$ cat config.mk
export PLATFORM = sky130hd
export DESIGN_NAME = card_dealer_flat
export DESIGN_NICKNAME = d
export VERILOG_FILES = /design/src/rtl/deck_pkg.sv /design/src/rtl/card_dealer_if.sv /design/src/rtl/card_mask.sv /design/src/rtl/card_dealer.sv /design/src/flat_wrapper.sv
export SDC_FILE = /design/constraint.sdc
export NUM_CORES = 1
export LEC_CHECK = 0
export ABC_AREA = 1
export CORE_UTILIZATION = 50
export DETAILED_ROUTE_END_ITERATION = 10
export GPL_TIMING_DRIVEN = 0
export PLACE_DENSITY = 0.69
export SLEW_MARGIN = 25
export SYNTH_ARGS = -nofsm -noshare
export SYNTH_HDL_FRONTEND = slang
export SYNTH_SLANG_ARGS = --single-unit
$ cat constraint.sdc
create_clock -name clock -period 5.35 [get_ports clock]
set_input_delay 1.07 -clock clock [delete_from_list [all_inputs] [get_ports clock]]
set_output_delay 1.07 -clock clock [all_outputs]
set_load 0.05 [all_outputs]
$ cat src/rtl/deck_pkg.sv
// Shared definitions for the card dealer: deck size, card width,
// dealer state encoding and the probe wrap helper.
package deck_pkg;

  localparam int NUM_CARDS = 52;
  localparam int CARD_W    = 6;

  typedef enum logic [2:0] {
    ST_IDLE  = 3'd0,
    ST_PULSE = 3'd1,
    ST_WAIT  = 3'd2,
    ST_CHECK = 3'd3,
    ST_PROBE = 3'd4
  } dealer_state_t;

  // Next card in linear probe order, wrapping from the last card back to 1.
  function automatic logic [CARD_W-1:0] next_card(input logic [CARD_W-1:0] idx);
    if (idx == CARD_W'(NUM_CARDS)) begin
      return CARD_W'(1);
    end else begin
      return idx + CARD_W'(1);
    end
  endfunction

endpackage

$ cat src/rtl/card_dealer_if.sv
// Dealer handshake bundle: RNG strobe/value, deal requests and deck status.
interface card_dealer_if;
  import deck_pkg::*;

  logic              new_deck;
  logic              deal_req;
  logic [15:0]       rand_int;
  logic              next_int;
  logic [CARD_W-1:0] card;
  logic              card_valid;
  logic              deal_err;
  logic              busy;
  logic [CARD_W-1:0] cards_left;
  logic              deck_empty;

  modport master (
    output new_deck, deal_req, rand_int,
    input  next_int, card, card_valid, deal_err, busy, cards_left, deck_empty
  );

  modport slave (
    input  new_deck, deal_req, rand_int,
    output next_int, card, card_valid, deal_err, busy, cards_left, deck_empty
  );

endinterface

$ cat src/rtl/card_mask.sv
// Dealt-card set: bit i marks card i+1 as dealt. Also keeps the count of
// undealt cards so it always agrees with the set.
module card_mask
  import deck_pkg::*;
(
  input  logic              clock,
  input  logic              reset,
  input  logic              clear_all,
  input  logic              set_en,
  input  logic [CARD_W-1:0] idx,
  output logic              is_dealt,
  output logic [CARD_W-1:0] cards_left
);

  logic [NUM_CARDS-1:0] r_mask;
  logic [CARD_W-1:0]    r_cards_left;
  logic [CARD_W-1:0]    w_bit;
  logic                 w_in_range;

  assign w_in_range = (idx >= CARD_W'(1)) && (idx <= CARD_W'(NUM_CARDS));
  assign w_bit      = idx - CARD_W'(1);
  // Out-of-range indices read as dealt so they can never be accepted.
  assign is_dealt   = w_in_range ? r_mask[w_bit] : 1'b1;
  assign cards_left = r_cards_left;

  // Track the dealt set and remaining count; clearing wins over setting.
  always_ff @(posedge clock or posedge reset) begin
    if (reset) begin
      r_mask       <= '0;
      r_cards_left <= CARD_W'(NUM_CARDS);
    end else if (clear_all) begin
      r_mask       <= '0;
      r_cards_left <= CARD_W'(NUM_CARDS);
    end else if (set_en && w_in_range && !r_mask[w_bit]) begin
      r_mask[w_bit] <= 1'b1;
      r_cards_left  <= r_cards_left - CARD_W'(1);
    end else begin
      r_mask       <= r_mask;
      r_cards_left <= r_cards_left;
    end
  end

endmodule

$ cat src/rtl/card_dealer.sv
// Card dealer: draws unique cards 1..52 from the RNG, retrying rejected
// draws and falling back to a linear probe so every deal is bounded.
module card_dealer
  import deck_pkg::*;
#(
  parameter int RNG_WAIT  = 2,
  parameter int MAX_RETRY = 8
)(
  input  logic         clock,
  input  logic         reset,
  card_dealer_if.slave bus
);

  localparam logic [7:0] RNG_WAIT_C  = 8'(RNG_WAIT);
  localparam logic [7:0] MAX_RETRY_C = 8'(MAX_RETRY);

  dealer_state_t     r_state;
  logic              r_next_int;
  logic [CARD_W-1:0] r_card;
  logic              r_card_valid;
  logic              r_deal_err;
  logic [7:0]        r_retry_cnt;
  logic [7:0]        r_wait_cnt;
  logic [CARD_W-1:0] r_probe;

  logic              w_cand_ok;
  logic [CARD_W-1:0] w_cand;
  logic [CARD_W-1:0] w_query_idx;
  logic              w_is_dealt;
  logic              w_accept;
  logic [CARD_W-1:0] w_cards_left;
  logic              w_deck_empty;

  // Range test uses all 16 bits so large values cannot alias onto a card.
  assign w_cand_ok    = (bus.rand_int >= 16'd1) && (bus.rand_int <= 16'(NUM_CARDS));
  assign w_cand       = bus.rand_int[CARD_W-1:0];
  assign w_query_idx  = (r_state == ST_PROBE) ? r_probe : w_cand;
  assign w_accept     = !bus.new_deck && !w_is_dealt &&
                        (((r_state == ST_CHECK) && w_cand_ok) || (r_state == ST_PROBE));
  assign w_deck_empty = (w_cards_left == CARD_W'(0));

  card_mask u_mask (
    .clock      (clock),
    .reset      (reset),
    .clear_all  (bus.new_deck),
    .set_en     (w_accept),
    .idx        (w_query_idx),
    .is_dealt   (w_is_dealt),
    .cards_left (w_cards_left)
  );

  assign bus.next_int   = r_next_int;
  assign bus.card       = r_card;
  assign bus.card_valid = r_card_valid;
  assign bus.deal_err   = r_deal_err;
  assign bus.busy       = (r_state != ST_IDLE);
  assign bus.cards_left = w_cards_left;
  assign bus.deck_empty = w_deck_empty;

  // Dealer sequencing: strobe RNG, wait, check draw, retry or probe.
  always_ff @(posedge clock or posedge reset) begin
    if (reset) begin
      r_state      <= ST_IDLE;
      r_next_int   <= 1'b0;
      r_card       <= '0;
      r_card_valid <= 1'b0;
      r_deal_err   <= 1'b0;
      r_retry_cnt  <= 8'd0;
      r_wait_cnt   <= 8'd0;
      r_probe      <= CARD_W'(1);
    end else begin
      r_card_valid <= 1'b0;
      r_deal_err   <= 1'b0;
      if (bus.new_deck) begin
        // New deck aborts any deal in flight; the mask clears itself.
        r_state    <= ST_IDLE;
        r_next_int <= 1'b0;
      end else begin
        case (r_state)
          ST_IDLE: begin
            if (bus.deal_req && w_deck_empty) begin
              r_deal_err <= 1'b1;
            end else if (bus.deal_req) begin
              r_retry_cnt <= 8'd0;
              r_next_int  <= 1'b1;
              r_state     <= ST_PULSE;
            end else begin
              r_state <= ST_IDLE;
            end
          end
          ST_PULSE: begin
            r_next_int <= 1'b0;
            r_wait_cnt <= 8'd0;
            r_state    <= ST_WAIT;
          end
          ST_WAIT: begin
            r_wait_cnt <= r_wait_cnt + 8'd1;
            if ((r_wait_cnt + 8'd1) >= RNG_WAIT_C) begin
              r_state <= ST_CHECK;
            end else begin
              r_state <= ST_WAIT;
            end
          end
          ST_CHECK: begin
            if (w_accept) begin
              r_card       <= w_cand;
              r_card_valid <= 1'b1;
              r_state      <= ST_IDLE;
            end else if ((r_retry_cnt + 8'd1) < MAX_RETRY_C) begin
              r_retry_cnt <= r_retry_cnt + 8'd1;
              r_next_int  <= 1'b1;
              r_state     <= ST_PULSE;
            end else begin
              r_retry_cnt <= r_retry_cnt + 8'd1;
              r_probe     <= w_cand_ok ? w_cand : CARD_W'(1);
              r_state     <= ST_PROBE;
            end
          end
          ST_PROBE: begin
            if (w_accept) begin
              r_card       <= r_probe;
              r_card_valid <= 1'b1;
              r_state      <= ST_IDLE;
            end else begin
              r_probe <= next_card(r_probe);
            end
          end
          default: begin
            r_state    <= ST_IDLE;
            r_next_int <= 1'b0;
          end
        endcase
      end
    end
  end

endmodule

$ cat src/flat_wrapper.sv
// flat-port wrapper written by rule: the top's interface ports become plain ports
module card_dealer_flat import deck_pkg::*;
#(
  parameter int RNG_WAIT  = 2,
  parameter int MAX_RETRY = 8
)
  (clock, reset, bus_new_deck, bus_deal_req, bus_rand_int, bus_next_int, bus_card, bus_card_valid, bus_deal_err, bus_busy, bus_cards_left, bus_deck_empty);
  card_dealer_if bus_i ();
  input  logic clock;
  input  logic reset;
  input wire logic [$bits(bus_i.new_deck)-1:0] bus_new_deck;
  input wire logic [$bits(bus_i.deal_req)-1:0] bus_deal_req;
  input wire logic [$bits(bus_i.rand_int)-1:0] bus_rand_int;
  output wire logic [$bits(bus_i.next_int)-1:0] bus_next_int;
  output wire logic [$bits(bus_i.card)-1:0] bus_card;
  output wire logic [$bits(bus_i.card_valid)-1:0] bus_card_valid;
  output wire logic [$bits(bus_i.deal_err)-1:0] bus_deal_err;
  output wire logic [$bits(bus_i.busy)-1:0] bus_busy;
  output wire logic [$bits(bus_i.cards_left)-1:0] bus_cards_left;
  output wire logic [$bits(bus_i.deck_empty)-1:0] bus_deck_empty;
  assign bus_i.new_deck = bus_new_deck;
  assign bus_i.deal_req = bus_deal_req;
  assign bus_i.rand_int = bus_rand_int;
  assign bus_next_int = bus_i.next_int;
  assign bus_card = bus_i.card;
  assign bus_card_valid = bus_i.card_valid;
  assign bus_deal_err = bus_i.deal_err;
  assign bus_busy = bus_i.busy;
  assign bus_cards_left = bus_i.cards_left;
  assign bus_deck_empty = bus_i.deck_empty;
  card_dealer #(.RNG_WAIT(RNG_WAIT), .MAX_RETRY(MAX_RETRY)) u_core (.clock(clock), .reset(reset), .bus(bus_i));
endmodule
# Yosys cells after proc, flatten, opt, wreduce, memory -nomap -nowiden
# Cells that the tools add are included.
# Widths: inputs -> output; s select.
# op_classes
add_sub_neg	5
order_cmp	8
n_eq_ne	18
mux	44
bitwise_logic	2
reduce_logical	28
# ops
operator	n
$mux 52	2
$mux 6	10
$or 52x52->52	1
$pmux 8 s2	2
$mux 8	3
$pmux 6 s2	2
$add 8x1->8 const B	2
$ge 16x1->1 const B	1
$le 16x6->1 const B	1
$mux 1	16
$mux 3	5
$ne 3x3->1 const B	5
$pmux 3 s5	1
$reduce_and 5->1	3
$ne 2x2->1 const B	7
$ge 6x1->1 const B	2
$sub 6x1->6 const B	2
$logic_and 1x1->1	9
$ge 8x2->1 const B	1
$lt 8x4->1 const B	1
$reduce_bool 2->1	4
$lt 6x7->1 const B	1
$add 6x1->6 const B	1
$bmux 1 s6	1
other kinds (17)	22
# word_totals
regBits	92
inputBits	20
out_inout_bits	17
wordCells	115

# Longest topological paths before layout
# logic_depth
ltp_word	13
depth_mapped	22
ltp_nobuf	19

# Hierarchy
# From an unflattened synthesis, not the netlist that was laid out.
# hier_totals
cells_unflattened	874
hier_area_um2	6077.1
# by_module_without_submodules
mod	instances	cells_each	area_each_um2
card_mask	1	546	3798.6
card_dealer	1	328	2278.4

# Worst setup path after synthesis
# OpenSTA, ideal clock, no wires.
# synth_timing
path_kind	input to register
startpoint	in bus_rand_int[0]
endpoint	reg u_core.u_mask.r_mask[4]
t_arrival_ps	3267
required_ps	5272
setup_slack_ps	2005
cell_stages	18
path_buffers	4
cell_sequence	nand2_4 > nand2_2 > buf_4 > ha_1 > clkbuf_1 > inv_1 > clkbuf_1 > o21ai_0 > nand2_1 > nor2_1 > nand2_1 > nand2_1 > nor2_2 > nand2_2 > nor2_8 > buf_6 > nand2_1 > a21oi_1
# synth_between
elab_chain_cells	11
# synth_rtl
element	line	text
start, declared	flat_wrapper.sv:13	input wire logic [$bits(bus_i.rand_int)-1:0] bus_rand_int;
parallel branches: the longest is 11 deep, another holds $lt 6x7->1	-	
end signal, assigned	card_mask.sv:38	r_mask <= r_mask;
end, declared	card_mask.sv:15	logic [NUM_CARDS-1:0] r_mask;
# Several ways; the timed one is not identified. The select of a mux whose other input is x is not followed.
# A chain may end at the register's enable or synchronous reset.

# Worst setup path in the final report
# layout_timing
startpoint	in bus_rand_int[0]
endpoint	reg u_core.u_mask.r_mask[33]
# The elaborated chain is that of the path after synthesis.

==> results.yml <==
synthesis:
  synthDistinctLibCells: 36
  ys_seq_area_frac: 0.431
  avgSynthCellArea_um2: 7.23
  synthTopCellsByCount: "245 x nand2_1, 88 x dfrtp_1, 82 x inv_1"
  syn-instance-count: 740
  synth_most_common_cell: "nand2_1"
  synthFlopType: "dfrtp_1"
  synthesis.area_mm2: 0.00535
  ys_ff_latch: 92
  yosys.area.top_type: "dfrtp_1"
  yosys-top-cells-area: "dfrtp_1 41%, nand2_1 17%, inv_1 5.8%"
  synth_top_area_share: 0.412
  synth_edf_count: 0
  synth_warnings: 0
  async_flop_share: 1.00
  syn_nets: 770
outcome:
  status: "complete, no violations"
critical_path:
  max_stage_delay_ps: 570
  crit_path_end_kind: "register"
  crit_slowest_cell: "clkdlybuf4s50_1"
  crit_type: "in2reg"
  crit_family: "buffers and inverters"
  cp_data_arrival_time_ps: 4770
  crit_chain: "clkdlybuf4s50_1 -> nand2_4 -> nand2_2 -> buf_4 -> ha_1 -> clkbuf_1 -> inv_1 -> clkbuf_1 -> o21ai_0 -> nand2_1 -> nor2_1 -> nand2_1 -> nand2_1 -> nor2_2 -> nand2_2 -> nor2_8 -> nand2_1 -> o21ai_0"
  critPathLaunchType: "input pin"
  cp_max_fo: 10
  cp_num_buf_inv: 5
  required_ps: 5650
  crit_top_cell: "nand2_1"
detailed_routing:
  drc: 0
  viasPerCell: 5.35
  ant_nets: 0
  wirelength_mm: 13.9
  vias: 4969
  drtPass1Iterations: 5
  first_iter_violations: 415
  wl_per_cell_um: 15.0
place:
  place_area_mm2: 0.00590
  portBuffers: 35
  gp_congestion: 0.882
  hpwlAfterDp_mm: 9.99
cells_and_area:
  fillers: 1005
  area_delta_synth_final_pct: 14.5
  fin_util: 0.591
  nets: 817
  fin_area_mm2: 0.00612
  drive_above_1_share: 0.0682
  antenna_cells: 0
sta:
  finalSetupViolCount: 0
  fmax_mhz: 224
  finalCritPeriodShare: 0.835
  fin_worst_skew_ps: 15.4
  worst-slew-pin-transition_ps: 597
  rsz0062_at_grt: "false"
  slew_headroom: 0.600
  fin_crit_ps: 4460
  finalMaxSlewViolations: 0
  hold_ws_ps: 479
  fin_tns_setup_ps: 0
  hold_viol_final: 0
clocking:
  clock_latency_ps: 380
  postCtsSetupBuffers: 0
  cts.clk_slew.worst_paths_ps: 90
  clockRootBuffer: "clkbuf_8"
  cts_made_buffers: 9
  cts_hold_buf: 0
  h-tree-depth: 3
  cts_tree: "done"
  cts_resized: 0
  clk_path_buf_depth: 2
  clock-sinks: 92
floorplanning:
  die_w_um: 105
  io_pins: 37
  die_y_um: 105
  dieArea_mm2: 0.0111
  rows: 37
  start_util: 0.516
  coreArea_mm2: 0.0104
power:
  seqPwrFrac: 0.476
  ir_drop_mv: 0.182
  p_leak_uw: 0.00288
  power_density_mw_per_mm2: 250
  pwr-share-clk: 0.347
  switchingPower_uw: 459
  p_sw_frac: 0.300
  combPwrFrac: 0.177
  power.internal_uw: 1070
job:
  drv_cap: 0
grt:
  grt_start_max_net_pins: 48
  antenna_found_initial: 0
  overflow: 0
  grt_pass1_wl_mm: 23.4
  grt.total_usage: 0.271
  grt_pass1_vias: 4626
min_path:
  holdCritPathClass: "reg2reg"
final timing paths:
check	cells after the start	endpoint	start	slack, ps
max in group asynchronous	3	u_core.r_probe[0]	reset	3640
setup reg to reg	18	u_core.u_mask.r_mask[33]	u_core.r_state[0]	1200
setup / recovery	18	u_core.u_mask.r_mask[33]	bus_rand_int[0]	890
hold reg to reg	2	u_core.u_mask.cards_left[5]	u_core.u_mask.cards_left[5]	480
hold / removal	2	u_core.u_mask.cards_left[5]	u_core.u_mask.cards_left[5]	480
min in group asynchronous	2	u_core.u_mask.cards_left[1]	reset	1070
cells by family after synthesis:
group	share of synthesized area
flops	0.431
compound gates	0.0901
buf+inv	0.0819
xor+xnor	0.0346
simple gates	0.339
fa+ha+maj	0.0234
cell usage in the layout, fill, tap and decap left out, types with 2 or more instances in the layout:
cell             count
nand2_4              2
nand4_1             11
nand2_1            245
dfstp_2              4
xor2_1              15
o21ai_0             43
nor4_1               3
nor2_2               3
buf_4                2
nand3_1             59
clkbuf_8            10
a21oi_1             30
o21ai_1              5
buf_6                4
clkbuf_1            12
xnor2_1              3
nand3b_1             4
nor2_1              69
nor3_1               8
dfrtp_1             88
nand3_2              2
inv_1               81
buf_2                5
o211ai_1             2
clkdlybuf4s50_1     35
bufinv_16            2
nand2_2             10
ha_1                10
o22ai_1             10
cell type report:
class                   instances  area (um^2)  share of cell area
clock buffers                  12          145              0.0237
repair buffers                 36          378              0.0617
multi-input cells             543         2610               0.426
flip-flops and latches         92         2310               0.377
plain buffers                  22          126              0.0206
inverters                      83          317              0.0517
clock inverters                 4         72.6              0.0118
well taps                     136          170              0.0278
tightest hold or removal path: stages (launching register included):
cell     delay [ps]
dfstp_2         380
nand2_1          60
nand2_1          40
metrics by stage:
stage	total power, uW	setup WS (ps)	std cells
final	1530	885	928
after global routing	1600	634	928
after CTS	1540	963	928
after detailed placement	1010	567	912
after global placement	1000	428	911
after floorplan	920	1890	740
power groups by stage:
stage	combinational [uW]	sequential [uW]	clock (uW)
floorplan	163	757	0
global placement	261	740	0
detailed placement	268	741	0
CTS	270	728	538
global route	300	731	567
finish	271	728	531
state kept, by name, summed over array words and instances (netlist names):
register	count
u_core.bus.next_int	1
u_core.r_state	3
u_core.u_mask.r_mask	52
u_core.bus.card	6
u_core.bus.card_valid	1
u_core.r_retry_cnt	8
u_core.u_mask.cards_left	6
u_core.bus.deal_err	1
u_core.r_wait_cnt	8
u_core.r_probe	6
metal layers:
layer | up-vias | share of wire | global-route usage
met1 | 2342 | 0.47 | 0.391
met5 | - | 0 | 0
met2 | 161 | 0.45 | 0.402
met3 | 18 | 0.065 | 0.0476
li1 | 2448 | - | -
met4 | 0 | 0.018 | 0.113
Note: power is estimated with default switching activity, not from simulation.
